===== src/rtl/golden_nonce_queue.sv =====
// Golden-nonce queue: buffers found nonces with their job tag for the comm link.
// Registered first-word-fall-through head, duplicate filter, and loss accounting.
module golden_nonce_queue #(
   parameter int DEPTH  = 8,
   parameter int ADDR_W = 3,
   parameter int JOB_W  = 8
) (
   input  logic              hash_clk,
   input  logic              hash_rst_n,
   input  logic              rx_new_nonce,
   input  logic [31:0]       rx_golden_nonce,
   input  logic [JOB_W-1:0]  rx_job_id,
   input  logic              rx_flush,
   output logic              tx_valid,
   input  logic              tx_ready,
   output logic [31:0]       tx_nonce,
   output logic [JOB_W-1:0]  tx_job_id,
   output logic [ADDR_W:0]   tx_count,
   output logic              tx_overflow,
   output logic [15:0]       tx_dropped
);

   logic [31:0]       mem_nonce [DEPTH];
   logic [JOB_W-1:0]  mem_job   [DEPTH];
   logic [ADDR_W-1:0] rd_ptr;
   logic [ADDR_W-1:0] wr_ptr;
   logic [ADDR_W-1:0] rd_nxt;
   logic [ADDR_W:0]   count;
   logic              hist_v;
   logic [31:0]       last_nonce;
   logic [JOB_W-1:0]  last_job;

   logic dup;
   logic attempt;
   logic full;
   logic pop;
   logic push;
   logic lost;

   always_comb begin
      dup     = hist_v & (rx_golden_nonce == last_nonce)
                & (rx_job_id == last_job);
      attempt = rx_new_nonce & ~dup & ~rx_flush;
      full    = (count == (ADDR_W+1)'(DEPTH));
      pop     = tx_valid & tx_ready & ~rx_flush;
      push    = attempt & (~full | pop);
      lost    = attempt & full & ~pop;
      rd_nxt  = rd_ptr + 1'b1;
   end

   assign tx_valid = (count != '0);
   assign tx_count = count;

   // Storage holds every queued entry, including the one mirrored in the head register.
   always_ff @(posedge hash_clk) begin
      if (push) begin
         mem_nonce[wr_ptr] <= rx_golden_nonce;
         mem_job[wr_ptr]   <= rx_job_id;
      end
   end

   always_ff @(posedge hash_clk or negedge hash_rst_n) begin
      if (!hash_rst_n) begin
         rd_ptr      <= '0;
         wr_ptr      <= '0;
         count       <= '0;
         hist_v      <= 1'b0;
         last_nonce  <= '0;
         last_job    <= '0;
         tx_overflow <= 1'b0;
         tx_dropped  <= '0;
         tx_nonce    <= '0;
         tx_job_id   <= '0;
      end else if (rx_flush) begin
         rd_ptr      <= '0;
         wr_ptr      <= '0;
         count       <= '0;
         hist_v      <= 1'b0;
         tx_overflow <= 1'b0;
      end else begin
         if (push) wr_ptr <= wr_ptr + 1'b1;
         if (pop)  rd_ptr <= rd_nxt;
         unique case ({push, pop})
            2'b10:   count <= count + 1'b1;
            2'b01:   count <= count - 1'b1;
            default: count <= count;
         endcase
         if (attempt) begin
            hist_v     <= 1'b1;
            last_nonce <= rx_golden_nonce;
            last_job   <= rx_job_id;
         end
         if (lost) begin
            tx_overflow <= 1'b1;
            if (tx_dropped != 16'hFFFF) tx_dropped <= tx_dropped + 1'b1;
         end
         // Reload head when it leaves or when the queue was empty.
         if (pop) begin
            if (count > (ADDR_W+1)'(1)) begin
               tx_nonce  <= mem_nonce[rd_nxt];
               tx_job_id <= mem_job[rd_nxt];
            end else if (push) begin
               tx_nonce  <= rx_golden_nonce;
               tx_job_id <= rx_job_id;
            end
         end else if (count == '0 && push) begin
            tx_nonce  <= rx_golden_nonce;
            tx_job_id <= rx_job_id;
         end
      end
   end

endmodule


===== config.mk =====
export PLATFORM = sky130hd
export DESIGN_NAME = golden_nonce_queue
export DESIGN_NICKNAME = d
export VERILOG_FILES = /design/src/rtl/golden_nonce_queue.sv
export SDC_FILE = /design/constraint.sdc
export NUM_CORES = 1
export LEC_CHECK = 0
export ABC_AREA = 0
export CAP_MARGIN = 15
export CORE_UTILIZATION = 60
export DETAILED_ROUTE_END_ITERATION = 8
export PLACE_DENSITY = 0.76
export SLEW_MARGIN = 10
export SYNTH_ARGS = -nofsm -noshare
export SYNTH_HDL_FRONTEND = slang
export SYNTH_SLANG_ARGS = --single-unit

===== constraint.sdc =====
create_clock -name hash_clk -period 13 [get_ports hash_clk]
set_input_delay 3.9 -clock hash_clk [delete_from_list [all_inputs] [get_ports hash_clk]]
set_output_delay 3.9 -clock hash_clk [all_outputs]
set_load 0.01 [all_outputs]

; ---- After elaboration in Yosys (flattened, before gate mapping)
; Memory sizes are Yosys's and may differ from the RTL's.
; Cells that the tools add are included.
[classes]
n_addsub = 5
mul = 0
div_mod_pow = 0
order_cmp = 1
eq_ne = 7
n_shift = 0
mux = 20
n_bitwise = 14
n_reduce_logical = 12
[ops]
columns = op, n
row1 = 32-bit 2-to-1 mux, 4
row2 = 32-bit equality test, 1
row3 = 8-bit 2-to-1 mux, 4
row4 = 16-bit by 1-bit adder with 16-bit output (second input constant), 1
row5 = 16-bit != test (second input constant), 1
row6 = 3-bit 2-to-1 mux, 4
row7 = 2-bit nonzero test, 5
row8 = 1-bit AND, 9
row9 = 8-bit equality test, 1
row10 = 4-bit one-hot mux with 2 select lines, 1
row11 = 3-bit by 1-bit adder with 3-bit output (second input constant), 2
row12 = 1-bit 2-to-1 mux, 6
row13 = 3-bit AND reduction, 2
row14 = 4-bit by 1-bit adder with 4-bit output (second input constant), 1
row15 = 4-bit equality test (second input constant), 1
row16 = 4-bit by 1-bit > comparator with 1-bit output (second input constant), 1
row17 = 4-bit zero test, 1
row18 = 4-bit 2-to-1 mux, 1
row19 = 1-bit NOT, 4
row20 = 4-bit nonzero test, 1
row21 = 4-bit by 1-bit subtractor with 4-bit output (second input constant), 1
row22 = 3-bit by 1-bit != test with 1-bit output (second input constant), 1
row23 = 3-bit nonzero test, 1
row24 = 2-bit by 1-bit equality test with 1-bit output (second input constant), 1
row25 = other kinds (4), 4
[totals]
regBits = 108
latch_bits = 0
mem_bits_rw = 320
romBits = 0
in_bits = 45
out_inout_bits = 62
memories = 2
[mem_list]
columns = name, depth, width, read_ports, rd_clocked_by_memory_dff, wr, line_no
row1 = mem_nonce, 8, 32, 1, 0, 1, 23  ; logic [31:0] mem_nonce [DEPTH];
row2 = mem_job, 8, 8, 1, 0, 1, 24  ; logic [JOB_W-1:0] mem_job [DEPTH];

; ---- Longest topological paths before layout
[logic_depth]
ltp_word = 10
mapped_depth = 10
ltp_nobuf = 9

; ---- Worst setup path after synthesis
; Ideal clock, no wire load.
[synth_path]
path_type = input -> register
startpoint = input port rx_golden_nonce[1]
endpoint = memory mem_job[0][0], enable pin
t_arrival_ps = 8900
required_ps = 12449
path_slack_ps = 3549
cell_stages = 7
cell_sequence = inv_1 -> o22ai_1 -> nor4_4 -> nand4b_4 -> nand2_1 -> clkbuf_1 -> nor4b_1
[synth_via]
elab_chain_cells = 9
[synth_lines]
columns = item, line_no
row1 = start: declaration, 11  ; input logic [31:0] rx_golden_nonce,
row2 = 32-bit equality test, 41  ; dup = hist_v & (rx_golden_nonce == last_nonce)
row3 = 1-bit AND, 41
row4 = 1-bit AND, 42  ; & (rx_job_id == last_job);
row5 = 1-bit NOT, 43  ; attempt = rx_new_nonce & ~dup & ~rx_flush;
row6 = 1-bit AND (2 in a row), 43
row7 = 1-bit AND, 46  ; push = attempt & (~full | pop);
row8 = 1-bit 2-to-1 mux, 56  ; if (push) begin
row9 = 1-bit 2-to-1 mux (implied by the code), 58  ; mem_job[wr_ptr] <= rx_job_id;
row10 = end: declaration, 24
; No other way between the ends.

; ---- Worst setup path after layout
[layout_path]
startpoint = input port rx_golden_nonce[24]
endpoint = register tx_nonce[10]
[layout_via]
elab_chain_cells = 10
word_cells_on_any_way = 11
classes_between = eq/ne: 2 / bitwise: 6 / reduce/logical: 3
[layout_lines]
columns = item, line_no
row1 = 32-bit equality test (*), 41
row2 = 1-bit AND (*), 41
row3 = 1-bit AND (*), 42
row4 = 1-bit NOT (*), 43
row5 = 1-bit AND (*) (2 in a row), 43
row6 = 1-bit AND (*), 46
row7 = 1-bit logical AND, 106  ; end else if (count == '0 && push) begin
row8 = 2-bit nonzero test (no source line), -
row9 = 3-bit AND reduction (no source line) (*), -
row10 = end signal: assignment, 100  ; tx_nonce <= mem_nonce[rd_nxt];
row11 = end signal: assignment, 103  ; tx_nonce <= rx_golden_nonce;
row12 = end signal: assignment, 107  ; tx_nonce <= rx_golden_nonce;
row13 = end: declaration, 16  ; output logic [31:0] tx_nonce,
; Every way passes the cells marked *; elsewhere a longest branch is shown, timed or not.
; A chain may end at the register's enable or synchronous reset.

==> impl_metrics.ini <==
[clock_network]
post_cts_buffers = 0
cts_buffers = 43
clock_latency_ns = 0.53
hold_buffers = 0
clock_path_buffers = 3
cts_tree = built
cts_resized = 0
cts.sinks = 428
cts-root-buf = clkbuf_16
clk_pin_slew_ns = 0.06
htree_levels = 2

[layout]
fin_area_um2 = 20300
fin_nets = 1176
finalNonFillerCells = 1536
drive_gt1_frac = 0.195
area_delta_synth_final_pct = 17.5
final_util = 0.724

[synthesis]
ys_seq_elements = 428
yosysTopAreaCell = edfxtp_1
avgSynthCellArea_um2 = 17.2
synth.most_common_cell = edfxtp_1
yosys_warnings = 0
ys_seq_area_frac = 0.714
synth_commonest_cells = edfxtp_1 (320), dfrtp_1 (108), nand2_1 (103)
synth_nets = 1054
synthCells = 1003
synth_top_area_frac = 0.557
synth_area_leaders = edfxtp_1 (56%), dfrtp_1 (16%), mux4_2 (10%)
async_flop_share = 0.252
synthesis.area_um2 = 17300
synth_ff_type = edfxtp_1
ys_types = 42
synth_edf_count = 320

[floorplan]
core-area_um2 = 28000
die_y_um = 172
rows = 61
start_util = 0.616
dieArea_um2 = 29400
die_w_um = 172
pin_count = 107

[power_and_ir_drop]
internal-power_mw = 2.83
vdd_ir_drop_max_mv = 0.117
p_clk_frac = 0.319
combPwrFrac = 0.248
netSwitchingPower_mw = 1.04
swShare = 0.269
pwr-share-seq = 0.433
power.density_nw_per_um2 = 191
leakagePower_nw = 6.93

[setup_path]
max_stage_delay_ns = 0.76
arrival_ns = 7.53
path_cells = clkdlybuf4s50_1 -> xnor2_1 -> nand4_1 -> nor4_1 -> nand4b_4 -> a31oi_4 -> buf_4 -> o21ai_0
crit_fanout = 50
cp-end-kind = flop
cp_slowest_cell = a31oi_4
ff2ff_path_depth = 10
cp_data_required_time_ns = 13.38
crit_type = in -> reg
start_kind = input pin

[global_route]
grt_pass1_vias = 9618
track_usage = 0.254
antenna_found_initial = 1
gr-total-overflow = 0
grt_max_degree = 82
grt_pass1_wl_um = 55100

[timing]
setup_viol = 0
worst_slew_pin_slew_ns = 0.952
slew_viol_final = 0
period_needed_ns = 7.15
period_share = 0.550
maxSlewHeadroom = 0.362
hold_viol = 0
worst_hold_slack_ns = 0.473
rsz0062_at_grt = false
finalClockSkew_ns = 0.0174
max_clock_freq_ghz = 0.140
fin_tns_setup_ns = 0

[min_path]
hold_path_class = reg -> reg
holdPathStages = 2

[routing]
drtIter0Drc = 672
route.detailed.drc = 0
dr_total_vias = 9318
vias_per_cell = 6.07
routedWlPerCell_um = 23.1
wirelength_um = 35500
drtAntennaViolNets = 0
dr.pass1.iters = 7

[placed_design]
gp_congestion = 0.807
io_buffers = 106
placed_cell_area_um2 = 18800
dp_hpwl_um = 20500
dpl.cell_count = 1458

[flow_run]
cap_violations = 0

[outcome]
outcome = completed
-- final cells by class --
type	instances	area [um2]
well taps	378	473
diodes	1	2.50
inverters	9	33.8
repair buffers	125	1200
flip-flops and latches	428	12300
fillers	1721	7740
clock buffers	62	1220
multi-input cells	518	4820
clock inverters	15	210
-- power groups by stage --
stage	registers (mW)	clock network [mW]	logic, mW
CTS	1.68	1.25	0.976
floorplan	1.70	0	0.607
finish	1.68	1.23	0.960
global placement	1.70	0	0.942
global route	1.69	1.30	1.05
detailed placement	1.70	0	0.966
-- state kept, by name, indices dropped and copies added, names as in the netlist --
name         cells
mem_nonce      256
mem_job         64
last_nonce      32
tx_nonce        32
tx_dropped      16
last_job         8
tx_job_id        8
tx_count         4
rd_ptr           3
wr_ptr           3
hist_v           1
tx_overflow      1
-- placed cells by master (no fill, tap or decap), types with 2 or more instances in the layout --
cell | Yosys | final
nand4_1 | 8 | 8
mux2i_1 | 43 | 43
nand2b_1 | 9 | 9
clkbuf_16 | 0 | 43
clkbuf_8 | 0 | 7
dfrtp_1 | 108 | 107
o21ai_0 | 83 | 83
mux2_4 | 2 | 2
clkinv_2 | 0 | 7
and2_1 | 2 | 2
nor3b_1 | 2 | 2
mux2_2 | 41 | 41
nor2_1 | 24 | 21
nor4_2 | 0 | 3
nor2_4 | 0 | 3
clkbuf_1 | 28 | 12
xor2_1 | 24 | 23
buf_4 | 0 | 20
nor4_1 | 7 | 4
nand3_1 | 12 | 12
ha_1 | 6 | 5
o22ai_1 | 3 | 3
nand2_1 | 103 | 102
nor3_1 | 8 | 7
a21oi_1 | 6 | 5
and3_1 | 6 | 6
nor4b_2 | 1 | 2
inv_1 | 9 | 9
clkdlybuf4s50_1 | 0 | 105
nor2b_1 | 7 | 7
xnor2_1 | 28 | 28
bufinv_16 | 0 | 5
mux4_2 | 80 | 80
edfxtp_1 | 320 | 320
-- routing by layer --
layer,up-vias,wire [um],global-route usage
li1,4108,-,-
met1,4798,15000,0.363
met2,350,17300,0.407
met3,62,2410,0.0456
met4,0,805,0.0714
met5,-,0,0
-- worst paths after layout --
| check | startpoint | to | slack [ns] |
|---|---|---|---|
| worst max-delay path | rx_golden_nonce[24] | tx_nonce[10] | 5.85 |
| worst min-delay path | tx_nonce[31] | tx_nonce[31] | 0.47 |
| worst max register to register | tx_count[0] | tx_nonce[10] | 9.41 |
| worst min register to register | tx_nonce[31] | tx_nonce[31] | 0.47 |
| max in group asynchronous | hash_rst_n | rd_ptr[0] | 8.15 |
| min in group asynchronous | hash_rst_n | tx_nonce[18] | 3.39 |
-- metrics by stage --
| step | power (mW) | worst slack [ns] |
|---|---|---|
| 4_1_cts | 3.91 | 5.82 |
| 3_3_place_gp | 2.64 | 5.43 |
| 3_5_place_dp | 2.67 | 5.33 |
| 2_1_floorplan | 2.31 | 3.55 |
| 6_report | 3.87 | 5.85 |
| 5_1_grt | 4.04 | 5.45 |
-- kinds of logic after synthesis --
logic type	synth area share
compound gates	0.0314
xor+xnor	0.0264
fa+ha+maj	0.00435
buf+inv	0.0134
flops	0.714
mux	0.158
simple gates	0.0528
-- worst max-delay path, delay by kind of cell --
kind                      cells  cell delay, ns
buffers and inverters         2            1.11
AOI/OAI and AO/OA             2            0.96
xor gates and xnor gates      1            0.37
and+or+nand+nor               3            1.13
(Power assumes the default switching activity.)
